[config.mk]
export PLATFORM = sky130hd
export DESIGN_NAME = servo_ramp_ctrl
export DESIGN_NICKNAME = d
export VERILOG_FILES = /design/src/rtl/servo_pkg.sv /design/src/rtl/servo_frame_timer.sv /design/src/rtl/servo_ramp_ctrl.sv
export SDC_FILE = /design/constraint.sdc
export NUM_CORES = 1
export LEC_CHECK = 0
export CORE_ASPECT_RATIO = 1.2
export CORE_MARGIN = 2
export CORE_UTILIZATION = 61
export DETAILED_ROUTE_END_ITERATION = 8
export MAX_ROUTING_LAYER = met4
export PLACE_DENSITY = 0.87
export SKIP_CTS_REPAIR_TIMING = 1
export SYNTH_ARGS = -nofsm -noshare
export SYNTH_HDL_FRONTEND = slang
export SYNTH_SLANG_ARGS = --single-unit
[constraint.sdc]
create_clock -name clk -period 6.2 [get_ports clk]
set_clock_uncertainty 0.05 [all_clocks]
set_input_delay 1.24 -clock clk [delete_from_list [all_inputs] [get_ports clk]]
set_output_delay 1.24 -clock clk [all_outputs]
set_load 0.01 [all_outputs]
[src/rtl/servo_pkg.sv]
// Shared types and helpers for the servo ramp controller: state encoding,
// default timing constants and the position-to-pulse map.
package servo_pkg;

    typedef enum logic [1:0] {
        S_OFF  = 2'd0,
        S_IDLE = 2'd1,
        S_RAMP = 2'd2
    } servo_state_e;

    localparam int DEF_WIDTH     = 20;
    localparam int DEF_PERIOD    = 1000000;
    localparam int DEF_MIN_PULSE = 50000;
    localparam int DEF_MAX_PULSE = 100000;
    localparam int DEF_PULSE_LSB = 196;
    localparam int DEF_POS_W     = 8;
    localparam int DEF_RAMP_STEP = 1000;

    // Wide arithmetic so the clamp sees the true value; callers truncate afterwards.
    function automatic logic [63:0] pulse_of(input logic [63:0] pos,
                                             input logic [63:0] min_p,
                                             input logic [63:0] lsb,
                                             input logic [63:0] max_p);
        logic [63:0] raw;
        raw = min_p + pos * lsb;
        return (raw > max_p) ? max_p : raw;
    endfunction

endpackage

[src/rtl/servo_frame_timer.sv]
// Free-running frame counter; flags the last cycle of each frame and
// strobes frame_start on the first cycle of the next one.
module servo_frame_timer #(
    parameter int WIDTH  = 20,
    parameter int PERIOD = 1000000
) (
    input  logic clk,
    input  logic rst_n,
    output logic boundary_o,
    output logic frame_start_o
);

    logic [WIDTH-1:0] fcnt_q;
    logic             frame_start_q;

    assign boundary_o    = (fcnt_q == WIDTH'(PERIOD - 1));
    assign frame_start_o = frame_start_q;

    always_ff @(posedge clk or negedge rst_n) begin
        if (!rst_n) begin
            fcnt_q        <= '0;
            frame_start_q <= 1'b0;
        end else begin
            fcnt_q        <= boundary_o ? '0 : fcnt_q + 1'b1;
            frame_start_q <= boundary_o;
        end
    end

endmodule

[src/rtl/servo_ramp_ctrl.sv]
// Servo PWM sequencer: maps position commands to pulse widths and slews the
// driven duty toward the target by at most RAMP_STEP per frame.
module servo_ramp_ctrl
    import servo_pkg::*;
#(
    parameter int WIDTH     = DEF_WIDTH,
    parameter int PERIOD    = DEF_PERIOD,
    parameter int MIN_PULSE = DEF_MIN_PULSE,
    parameter int MAX_PULSE = DEF_MAX_PULSE,
    parameter int PULSE_LSB = DEF_PULSE_LSB,
    parameter int POS_W     = DEF_POS_W,
    parameter int RAMP_STEP = DEF_RAMP_STEP
) (
    input  logic             clk,
    input  logic             rst_n,
    input  logic             enable,
    input  logic             cmd_valid,
    output logic             cmd_ready,
    input  logic [POS_W-1:0] cmd_pos,
    output logic [WIDTH-1:0] duty_cycle,
    output logic [WIDTH-1:0] period,
    output logic             frame_start,
    output logic             busy,
    output logic             at_target
);

    localparam logic [WIDTH-1:0] CENTER = WIDTH'(pulse_of(64'(1) << (POS_W - 1),
        64'(MIN_PULSE), 64'(PULSE_LSB), 64'(MAX_PULSE)));
    localparam logic [WIDTH:0]   STEP_X = (WIDTH + 1)'(RAMP_STEP);

    servo_state_e     state_q, state_d;
    logic [WIDTH-1:0] cur_q, cur_d, tgt_q, tgt_d, duty_q, duty_d, period_q;
    logic             ready_q, busy_q, at_tgt_q;
    logic             boundary;
    logic [WIDTH-1:0] cmd_pulse, step_cur;
    logic [WIDTH:0]   up_w, dn_w;

    servo_frame_timer #(.WIDTH(WIDTH), .PERIOD(PERIOD)) u_timer (
        .clk          (clk),
        .rst_n        (rst_n),
        .boundary_o   (boundary),
        .frame_start_o(frame_start)
    );

    assign cmd_pulse = WIDTH'(pulse_of(64'(cmd_pos), 64'(MIN_PULSE),
                                       64'(PULSE_LSB), 64'(MAX_PULSE)));

    // One extra bit keeps the up/down steps from wrapping; down uses a signed compare.
    always_comb begin
        up_w     = {1'b0, cur_q} + STEP_X;
        dn_w     = {1'b0, cur_q} - STEP_X;
        step_cur = cur_q;
        if (cur_q < tgt_q)
            step_cur = (up_w >= {1'b0, tgt_q}) ? tgt_q : up_w[WIDTH-1:0];
        else if (cur_q > tgt_q)
            step_cur = ($signed(dn_w) <= $signed({1'b0, tgt_q})) ? tgt_q : dn_w[WIDTH-1:0];
    end

    // The boundary step uses the pre-command target; state decisions see the new one.
    always_comb begin
        state_d = state_q;
        cur_d   = cur_q;
        duty_d  = duty_q;
        tgt_d   = (cmd_valid && ready_q) ? cmd_pulse : tgt_q;
        if (boundary) begin
            if (enable) cur_d = step_cur;
            duty_d = enable ? cur_d : '0;
            case (state_q)
                S_OFF:   if (enable) state_d = (cur_d != tgt_d) ? S_RAMP : S_IDLE;
                S_IDLE:  if (!enable) state_d = S_OFF;
                         else if (cur_d != tgt_d) state_d = S_RAMP;
                S_RAMP:  if (!enable) state_d = S_OFF;
                         else if (cur_d == tgt_d) state_d = S_IDLE;
                default: state_d = S_OFF;
            endcase
        end
    end

    always_ff @(posedge clk or negedge rst_n) begin
        if (!rst_n) begin
            state_q  <= S_OFF;
            cur_q    <= CENTER;
            tgt_q    <= CENTER;
            duty_q   <= '0;
            period_q <= '0;
            ready_q  <= 1'b0;
            busy_q   <= 1'b0;
            at_tgt_q <= 1'b0;
        end else begin
            state_q  <= state_d;
            cur_q    <= cur_d;
            tgt_q    <= tgt_d;
            duty_q   <= duty_d;
            period_q <= WIDTH'(PERIOD);
            ready_q  <= 1'b1;
            busy_q   <= (state_d == S_RAMP);
            at_tgt_q <= (state_d != S_OFF) && (cur_d == tgt_d);
        end
    end

    assign duty_cycle = duty_q;
    assign period     = period_q;
    assign cmd_ready  = ready_q;
    assign busy       = busy_q;
    assign at_target  = at_tgt_q;

endmodule
**After elaboration in Yosys (flattened, before gate mapping)**

Index checks and enable logic that the tools add are counted.

- Output and inout port bits: 44
- Register bits: 87
- Logic and storage cells: 50
- Input bits: 12

- Reductions and logical operators: 4
- Equal/unequal tests: 7
- Multiplexer cells: 19
- Multiply operators: 1
- Magnitude comparators: 5
- $add $sub $neg: 4

Operators with widths:

| operator | count |
|---|---|
| 20-bit two-way mux | 10 |
| 20-bit == test | 2 |
| 20-bit by 10-bit adder with 21-bit output (second input constant) | 1 |
| 21-bit by 20-bit >= comparator with 1-bit output | 1 |
| 21-bit less-or-equal comparator | 1 |
| 20-bit by 10-bit subtractor with 21-bit output (second input constant) | 1 |
| 20-bit by 1-bit adder with 20-bit output (second input constant) | 1 |
| 20-bit == test (second input constant) | 1 |
| 20-bit greater-than comparator | 1 |
| 20-bit < comparator | 1 |
| 20-bit != test | 1 |
| 16-bit by 16-bit adder with 17-bit output (first input constant) | 1 |
| 17-bit greater-than comparator (second input constant) | 1 |
| 17-bit two-way mux | 1 |
| 8-bit by 6-bit multiplier with 14-bit output (second input constant) | 1 |
| 2-bit two-way mux | 7 |
| 2-bit one-hot mux with 3 select lines | 1 |
| 2-bit == test (second input constant) | 2 |
| 2-bit by 1-bit == test with 1-bit output (second input constant) | 1 |
| 1-bit logical AND | 2 |
| 2-bit zero test | 1 |
| 2-bit nonzero test | 1 |

**Longest topological paths before layout**

Gate-level depths: netlist of run 1.

- Depth in word-level cells: 14
- Depth in mapped cells: 23
- Depth with buffers taken out: 21

**By module**

Synthesis of run 1 repeated with hierarchy kept, for this count alone.

- Cells, all modules: 1,039
- Area total of the unflattened synthesis: 8,647.0 µm²

Modules (own cells, without submodules):

| module | cells each | seq. area each (µm²) | area an instance (µm²) | times used |
|---|---|---|---|---|
| servo_ramp_ctrl | 941 | 1,641.6 | 7,576.0 | 1 |
| servo_frame_timer | 98 | 525.5 | 1,071.0 | 1 |

**Worst setup path before layout of run 1**

No wires, ideal clock.

- Path type: in2reg
- Start: input cmd_pos[1]
- End: register at_tgt_q (netlist: at_target)
- Required time: 6.054 ns
- Arrival: 5.506 ns
- Slack: 0.548 ns
- Stages on the path: 18
- Library setup time: 0.096 ns
- Cell sequence: ha_1 fa_1 ha_1 ha_1 inv_1 fa_1 nor3b_1 a211oi_1 nand3_1 o21ai_0 a21oi_1 o31ai_2 a21o_1 o22a_1 xnor2_1 o211ai_1 or4_1 nor4_2

- Cells in the longest elaborated chain, start to end: 12
- Elaborated cells on any way between the ends: 18
- Classes of those cells: add/sub (1); mul (1); order compare (1); eq/ne (3); mux (10); reduce/logical (2)

RTL lines:

| item | RTL line | source |
|---|---|---|
| start, declared | servo_ramp_ctrl.sv:19 | `input logic [POS_W-1:0] cmd_pos,` |
| 8-bit by 6-bit multiplier with 14-bit output * | servo_pkg.sv:25 | `raw = min_p + pos * lsb;` |
| 16-bit by 16-bit adder with 17-bit output * | servo_pkg.sv:25 |  |
| 17-bit greater-than comparator | servo_pkg.sv:26 | `return (raw > max_p) ? max_p : raw;` |
| 17-bit two-way mux * | servo_pkg.sv:26 |  |
| 20-bit two-way mux * | servo_ramp_ctrl.sv:64 | `tgt_d = (cmd_valid && ready_q) ? cmd_pulse : tgt_q;` |
| net tgt_d[9] | servo_ramp_ctrl.sv:32 | `logic [WIDTH-1:0] cur_q, cur_d, tgt_q, tgt_d, duty_q, duty_d, period_q;` |
| 20-bit == test / 20-bit != test (equally long branches) | servo_ramp_ctrl.sv:73, servo_ramp_ctrl.sv:69, servo_ramp_ctrl.sv:71 |  |
| 2-bit two-way mux, on equally long branches | servo_ramp_ctrl.sv:73, servo_ramp_ctrl.sv:69, servo_ramp_ctrl.sv:71 |  |
| 2-bit two-way mux, on equally long branches | servo_ramp_ctrl.sv:72, servo_ramp_ctrl.sv:69, servo_ramp_ctrl.sv:70 |  |
| 2-bit one-hot mux with 3 select lines | servo_ramp_ctrl.sv:68 | `case (state_q)` |
| 2-bit two-way mux | servo_ramp_ctrl.sv:65 | `if (boundary) begin` |
| 2-bit nonzero test | servo_ramp_ctrl.sv:97 | `at_tgt_q <= (state_d != S_OFF) && (cur_d == tgt_d);` |
| 1-bit logical AND * | servo_ramp_ctrl.sv:97 |  |
| end signal, assigned | servo_ramp_ctrl.sv:97 |  |
| end, declared | servo_ramp_ctrl.sv:33 | `logic ready_q, busy_q, at_tgt_q;` |

Mark *: on every way through the listed nets, which the timed path passes. The rest lies on a longest branch.
A chain may end at the register's enable or synchronous reset.

**Worst setup path after layout of run 1**

- Start: input cmd_pos[2]
- End: register state_q[1]

- Cells in the longest elaborated chain, start to end: 10
- Elaborated cells on any way between the ends: 15
- Classes of those cells: add/sub (1); mul (1); order compare (1); eq/ne (2); mux (10)

RTL lines:

| item | RTL line | source |
|---|---|---|
| 8-bit by 6-bit multiplier with 14-bit output * | servo_pkg.sv:25 |  |
| 16-bit by 16-bit adder with 17-bit output * | servo_pkg.sv:25 |  |
| 17-bit greater-than comparator | servo_pkg.sv:26 |  |
| 17-bit two-way mux * | servo_pkg.sv:26 |  |
| 20-bit two-way mux * | servo_ramp_ctrl.sv:64 |  |
| 20-bit == test / 20-bit != test (equally long branches) | servo_ramp_ctrl.sv:73, servo_ramp_ctrl.sv:69, servo_ramp_ctrl.sv:71 |  |
| 2-bit two-way mux, on equally long branches | servo_ramp_ctrl.sv:73, servo_ramp_ctrl.sv:69, servo_ramp_ctrl.sv:71 |  |
| 2-bit two-way mux, on equally long branches | servo_ramp_ctrl.sv:72, servo_ramp_ctrl.sv:69, servo_ramp_ctrl.sv:70 |  |
| 2-bit one-hot mux with 3 select lines * | servo_ramp_ctrl.sv:68 |  |
| 2-bit two-way mux * | servo_ramp_ctrl.sv:65 |  |
| net state_d[1] | servo_ramp_ctrl.sv:31 | `servo_state_e state_q, state_d;` |
| end signal, assigned | servo_ramp_ctrl.sv:90 | `state_q <= state_d;` |
| end, declared | servo_ramp_ctrl.sv:31 |  |

Marked as above.

==> reports/results.md, run 1 <==
| Step | Result | Value |
| --- | --- | --- |
| yosys | Netlist area before placement | 8630 sq um |
| setup path | R2R cell count | 16 |
| sta | Portion of the clock cycle consumed by the worst path in the final layout | 97.2% |
| hold path | Hold Crit Class | reg2reg |
| yosys | Library cell occupying the most area in the post-synthesis netlist | sky130_fd_sc_hd__dfrtp_1 |
| finish | Most frequent cells in the layout | sky130_fd_sc_hd__nand2_1 (104), sky130_fd_sc_hd__ha_1 (87), sky130_fd_sc_hd__dfrtp_1 (74) |
| yosys | Share of async-settable or async-resettable flops after synthesis | 100% |
| sta | Worst hold slack | 0.430 ns |
| setup path | Arrival time worst endpoint | 6.22 ns |
| sta | Worst slew margin relative to its limit | 27.4% |
| global route | GRT Residual Overflow | 0 |
| setup path | FF-to-FF Start | cur_q[4]$_DFF_PN1_ |
| clocking | CTS buffer count | 9 |
| sta | Pins over their slew limit | 0 |
| drt | Length of the first detailed-routing pass in iterations | 6 |
| power | Net Sw Power | 1.27 mW |
| setup path | Critical path startpoint category | input pin |
| sta | FMAX | 0.166 GHz |
| drt | Residual antenna-violating net count after detailed routing | 0 |
| power | Switching Fraction | 45.2% |
| drt | Routed wire length | 28200 um |
| clocking | Clock transition time at the flip-flop clock pins of the worst setup and hold paths | 0.07 ns |
| floorplan | Die span in x | 113 um |
| setup path | Critical Path Sink | state_q[1]$_DFF_PN0_ |
| power | Worst-case vdd ir drop | 0.000237 V |
| clocking | CTS sink count | 86 |
| status | Outcome | completed |
| finish | Antenna diodes | 0 |
| power | Leakage power | 4.51 nW |
| placed design | Worst slack, placed | -0.276 ns |
| finish | Share of layout cells above drive strength 1 | 13.7% |
| sta | Sum of negative setup slack | 0 ns |
| power | Design internal power | 1.54 mW |
| drt | Number of DRC violations after detailed-routing iteration 0 | 974 |
| placed design | Placed Instances | 1275 |
| finish | Cell Count, Final, Fillers Out | 1292 |
| floorplan | Top-level I/O count | 56 |
| setup path | Source of the critical timing path | cmd_pos[2] |
| sta | Hold Vio Cnt, Final | 0 |
| yosys | Number of synthesized flops with an enable pin | 0 |
| yosys | Area fraction of the dominant cell type after synthesis | 21.5% |
| global route | Maximum number of pins on one net before global-route repair | 87 |
| drt | Overall via count from detail_route | 8868 |
| setup path | Reg2Reg Setup Slack | 0.27 ns |
| yosys | Post-synth top flop | sky130_fd_sc_hd__dfrtp_1 |
| placed design | Count of input and output buffers | 42 |
| power | Share of power burned in registers | 23.9% |
| global route | Via count of the first global-routing pass | 8606 |
| clocking | Clock latency reported for the late side of the worst-skew pair | 0.36 ns |
| clocking | Clock tree buffer depth | 2 |
| global route | First-pass GRT wire length | 44700 um |
| sta | # setup viols final | 0 |
| sta | Tightest Pin Transition | 1.09 ns |
| finish | Leading cell type in the layout, fill and taps excluded | sky130_fd_sc_hd__nand2_1 |
| placed design | Post-DP HPWL | 21500 um |
| setup path | Worst Path Max Fanout | 5 |
| hold path | Launch instance of the worst min-delay path | u_timer.fcnt_q[4]$_DFF_PN0_ |
| setup path | Required time of the critical path | 6.39 ns |
| yosys | Syn Inst Count | 1043 |
| floorplan | Starting density of the core | 62.5% |
| placed design | Placement Cell Area | 9500 sq um |
| setup path | Worst Setup Path Type | in2reg |
| finish | Final Core Density | 71.7% |
| drt | Vias/cell | 6.86 |
| finish | Synth-to-layout area growth | 14.9% |
| drt | Top sig layer | met4 |
| floorplan | Die outline height | 134 um |
| yosys | Average size of a mapped cell | 8.27 sq um |
| placed design | Final weighted congestion in routability-driven placement | 1.09 |
| drt | Wire length on met1 | 9860 um |
| setup path | Capturing element type of the critical path | flop |
| clocking | Clock Root Buffer | sky130_fd_sc_hd__clkbuf_16 |
| yosys | Synthesis Warnings | 0 |
| global route | Global-route usage over all layers | 38.4% |
| sta | Minimum clock period | 6.03 ns |
| yosys | Post-synthesis sequential element count | 86 |
| power | Clock network power share | 19.5% |
| drt | Detailed-route wire length per cell | 21.9 um |
| drt | DRC violations left | 0 |
| global route | Number of antenna violations at the first check in global routing | 0 |
| flow run | Maxcap violations | 0 |
| finish | Final Cell Area | 9910 sq um |
| sta | Final WS setup | 0.173 ns |
| yosys | Main area contributors after synthesis | sky130_fd_sc_hd__dfrtp_1 (21%), sky130_fd_sc_hd__ha_1 (13%), sky130_fd_sc_hd__xnor2_1 (6.7%) |
| power | Overall power consumption | 2.81 mW |
| yosys | Proportion of synthesized chip area in sequential cells | 25.1% |
| setup path | Terminus of the critical flop-to-flop path | at_target$_DFF_PN0_ |
| finish | Total Nets Final | 1218 |
| power | Share of total power in combinational logic | 56.6% |
| drt | Routed met2 length | 13200 um |
| floorplan | Site Rows | 47 |
| drt | Met3 wire length | 2750 um |
| clocking | Clock tree from TritonCTS | yes |
| clocking | Depth of the CTS H-tree | 3 |
| power | Power density of the placed cells | 283 nW/um^2 |
| yosys | Number of unique standard cell types used by synthesis | 97 |
| floorplan | Core Box Area | 13800 sq um |
| floorplan | Die area | 15100 sq um |
==> layer usage <==
| layer | vias up | global-route usage, % |
|---|---|---|
| met5 | - | - |
| met1 | 4100 | 43.2 |
| met3 | 187 | 9.35 |
| li1 | 3945 | - |
| met4 | 0 | 24.9 |
| met2 | 636 | 61.0 |
==> worst min-delay path by stage <==
stage / cells past startpoint / slack, ns / endpoint
floorplan: 1 / 0.39 / u_timer.fcnt_q[4]$_DFF_PN0_
global placement: 1 / 0.41 / u_timer.fcnt_q[4]$_DFF_PN0_
detailed placement: 1 / 0.42 / u_timer.fcnt_q[4]$_DFF_PN0_
CTS: 1 / 0.43 / u_timer.fcnt_q[4]$_DFF_PN0_
global route: 2 / 0.45 / duty_cycle[9]$_DFFE_PN0P_
finish: 1 / 0.43 / u_timer.fcnt_q[4]$_DFF_PN0_
==> cell families (layout without fill, tap and decap cells) <==
logic type / after synthesis / after routing / share of synthesized area [%]
flip-flops: 86 / 86 / 25.1
AND/OR/NAND/NOR: 350 / 350 / 20.5
adder cells (fa/ha/maj): 90 / 90 / 13.3
other: 2 / 14 / 0.0870
multiplexers: 11 / 11 / 1.32
buffers and inverters: 128 / 194 / 6.80
XOR/XNOR: 90 / 90 / 9.13
AO/OA/AOI/OAI: 286 / 286 / 23.7
==> critical path, stage by stage <==
cell and delay [ns]:
sky130_fd_sc_hd__clkdlybuf4s50_1 0.53, sky130_fd_sc_hd__ha_1 0.27, sky130_fd_sc_hd__fa_1 0.47, sky130_fd_sc_hd__ha_1 0.30, sky130_fd_sc_hd__ha_1 0.17, sky130_fd_sc_hd__inv_1 0.06
sky130_fd_sc_hd__fa_1 0.42, sky130_fd_sc_hd__nor2b_1 0.20, sky130_fd_sc_hd__o22ai_1 0.18, sky130_fd_sc_hd__xnor2_1 0.16, sky130_fd_sc_hd__buf_4 0.17, sky130_fd_sc_hd__o31a_1 0.33
sky130_fd_sc_hd__xnor2_1 0.24, sky130_fd_sc_hd__mux2i_1 0.16, sky130_fd_sc_hd__xnor2_1 0.18, sky130_fd_sc_hd__a211oi_1 0.30, sky130_fd_sc_hd__o31ai_1 0.14, sky130_fd_sc_hd__nor4_2 0.34
sky130_fd_sc_hd__a41oi_1 0.19, sky130_fd_sc_hd__o21a_1 0.15
==> power by group through the flow <==
stage	combinational [mW]	clock [mW]	sequential (mW)
2_1_floorplan	0.992	0	0.648
3_3_place_gp	1.44	0	0.674
3_5_place_dp	1.46	0	0.673
4_1_cts	1.47	0.547	0.663
5_1_grt	1.72	0.571	0.669
6_report	1.59	0.548	0.672
==> sequential cells by signal, summed over array words and instances (netlist names) <==
signal	cells
state_q	2
cur_q	20
u_timer.fcnt_q	20
duty_cycle	20
busy	1
cmd_ready	1
tgt_q	20
u_timer.frame_start_o	1
at_target	1
==> Yosys cell counts, types with 6 or more instances <==
cell / number
sky130_fd_sc_hd__a211oi_1: 14
sky130_fd_sc_hd__a21o_1: 17
sky130_fd_sc_hd__a21oi_1: 67
sky130_fd_sc_hd__a2bb2oi_1: 6
sky130_fd_sc_hd__a31oi_1: 13
sky130_fd_sc_hd__and2_1: 7
sky130_fd_sc_hd__and3_1: 15
sky130_fd_sc_hd__buf_2: 7
sky130_fd_sc_hd__buf_4: 22
sky130_fd_sc_hd__clkbuf_1: 28
sky130_fd_sc_hd__dfrtp_1: 74
sky130_fd_sc_hd__dfstp_2: 12
sky130_fd_sc_hd__ha_1: 87
sky130_fd_sc_hd__inv_1: 63
sky130_fd_sc_hd__mux2i_1: 8
sky130_fd_sc_hd__nand2_1: 105
sky130_fd_sc_hd__nand2b_1: 8
sky130_fd_sc_hd__nand3_1: 47
sky130_fd_sc_hd__nand4_1: 15
sky130_fd_sc_hd__nor2_1: 70
sky130_fd_sc_hd__nor2b_1: 8
sky130_fd_sc_hd__nor3_1: 19
sky130_fd_sc_hd__nor4_1: 12
sky130_fd_sc_hd__o211a_1: 7
sky130_fd_sc_hd__o211ai_1: 16
sky130_fd_sc_hd__o21a_1: 8
sky130_fd_sc_hd__o21ai_0: 45
sky130_fd_sc_hd__o22ai_1: 10
sky130_fd_sc_hd__or3_1: 8
sky130_fd_sc_hd__xnor2_1: 66
sky130_fd_sc_hd__xor2_1: 24
==> cell type report <==
| class | count | area [sq um] |
|---|---|---|
| sequential | 86 | 2170 |
| inverter | 66 | 248 |
| fill | 1026 | 3910 |
| tap | 171 | 214 |
| clock buffer | 9 | 225 |
| timing repair buffer | 112 | 956 |
| multi-input combinational | 841 | 6030 |
| clock inverter | 7 | 73.8 |
Note: power is estimated with default switching activity, not from simulation.
==> run 2: changes to the inputs <==
--- a/config.mk
+++ b/config.mk
@@ -12,6 +12,7 @@
 export MAX_ROUTING_LAYER = met4
 export PLACE_DENSITY = 0.87
 export SKIP_CTS_REPAIR_TIMING = 1
+export SLEW_MARGIN = 10
 export SYNTH_ARGS = -nofsm -noshare
 export SYNTH_HDL_FRONTEND = slang
 export SYNTH_SLANG_ARGS = --single-unit
==> results of run 2 <==
The final DEF is identical to that of run 1; final timing and power are the same.
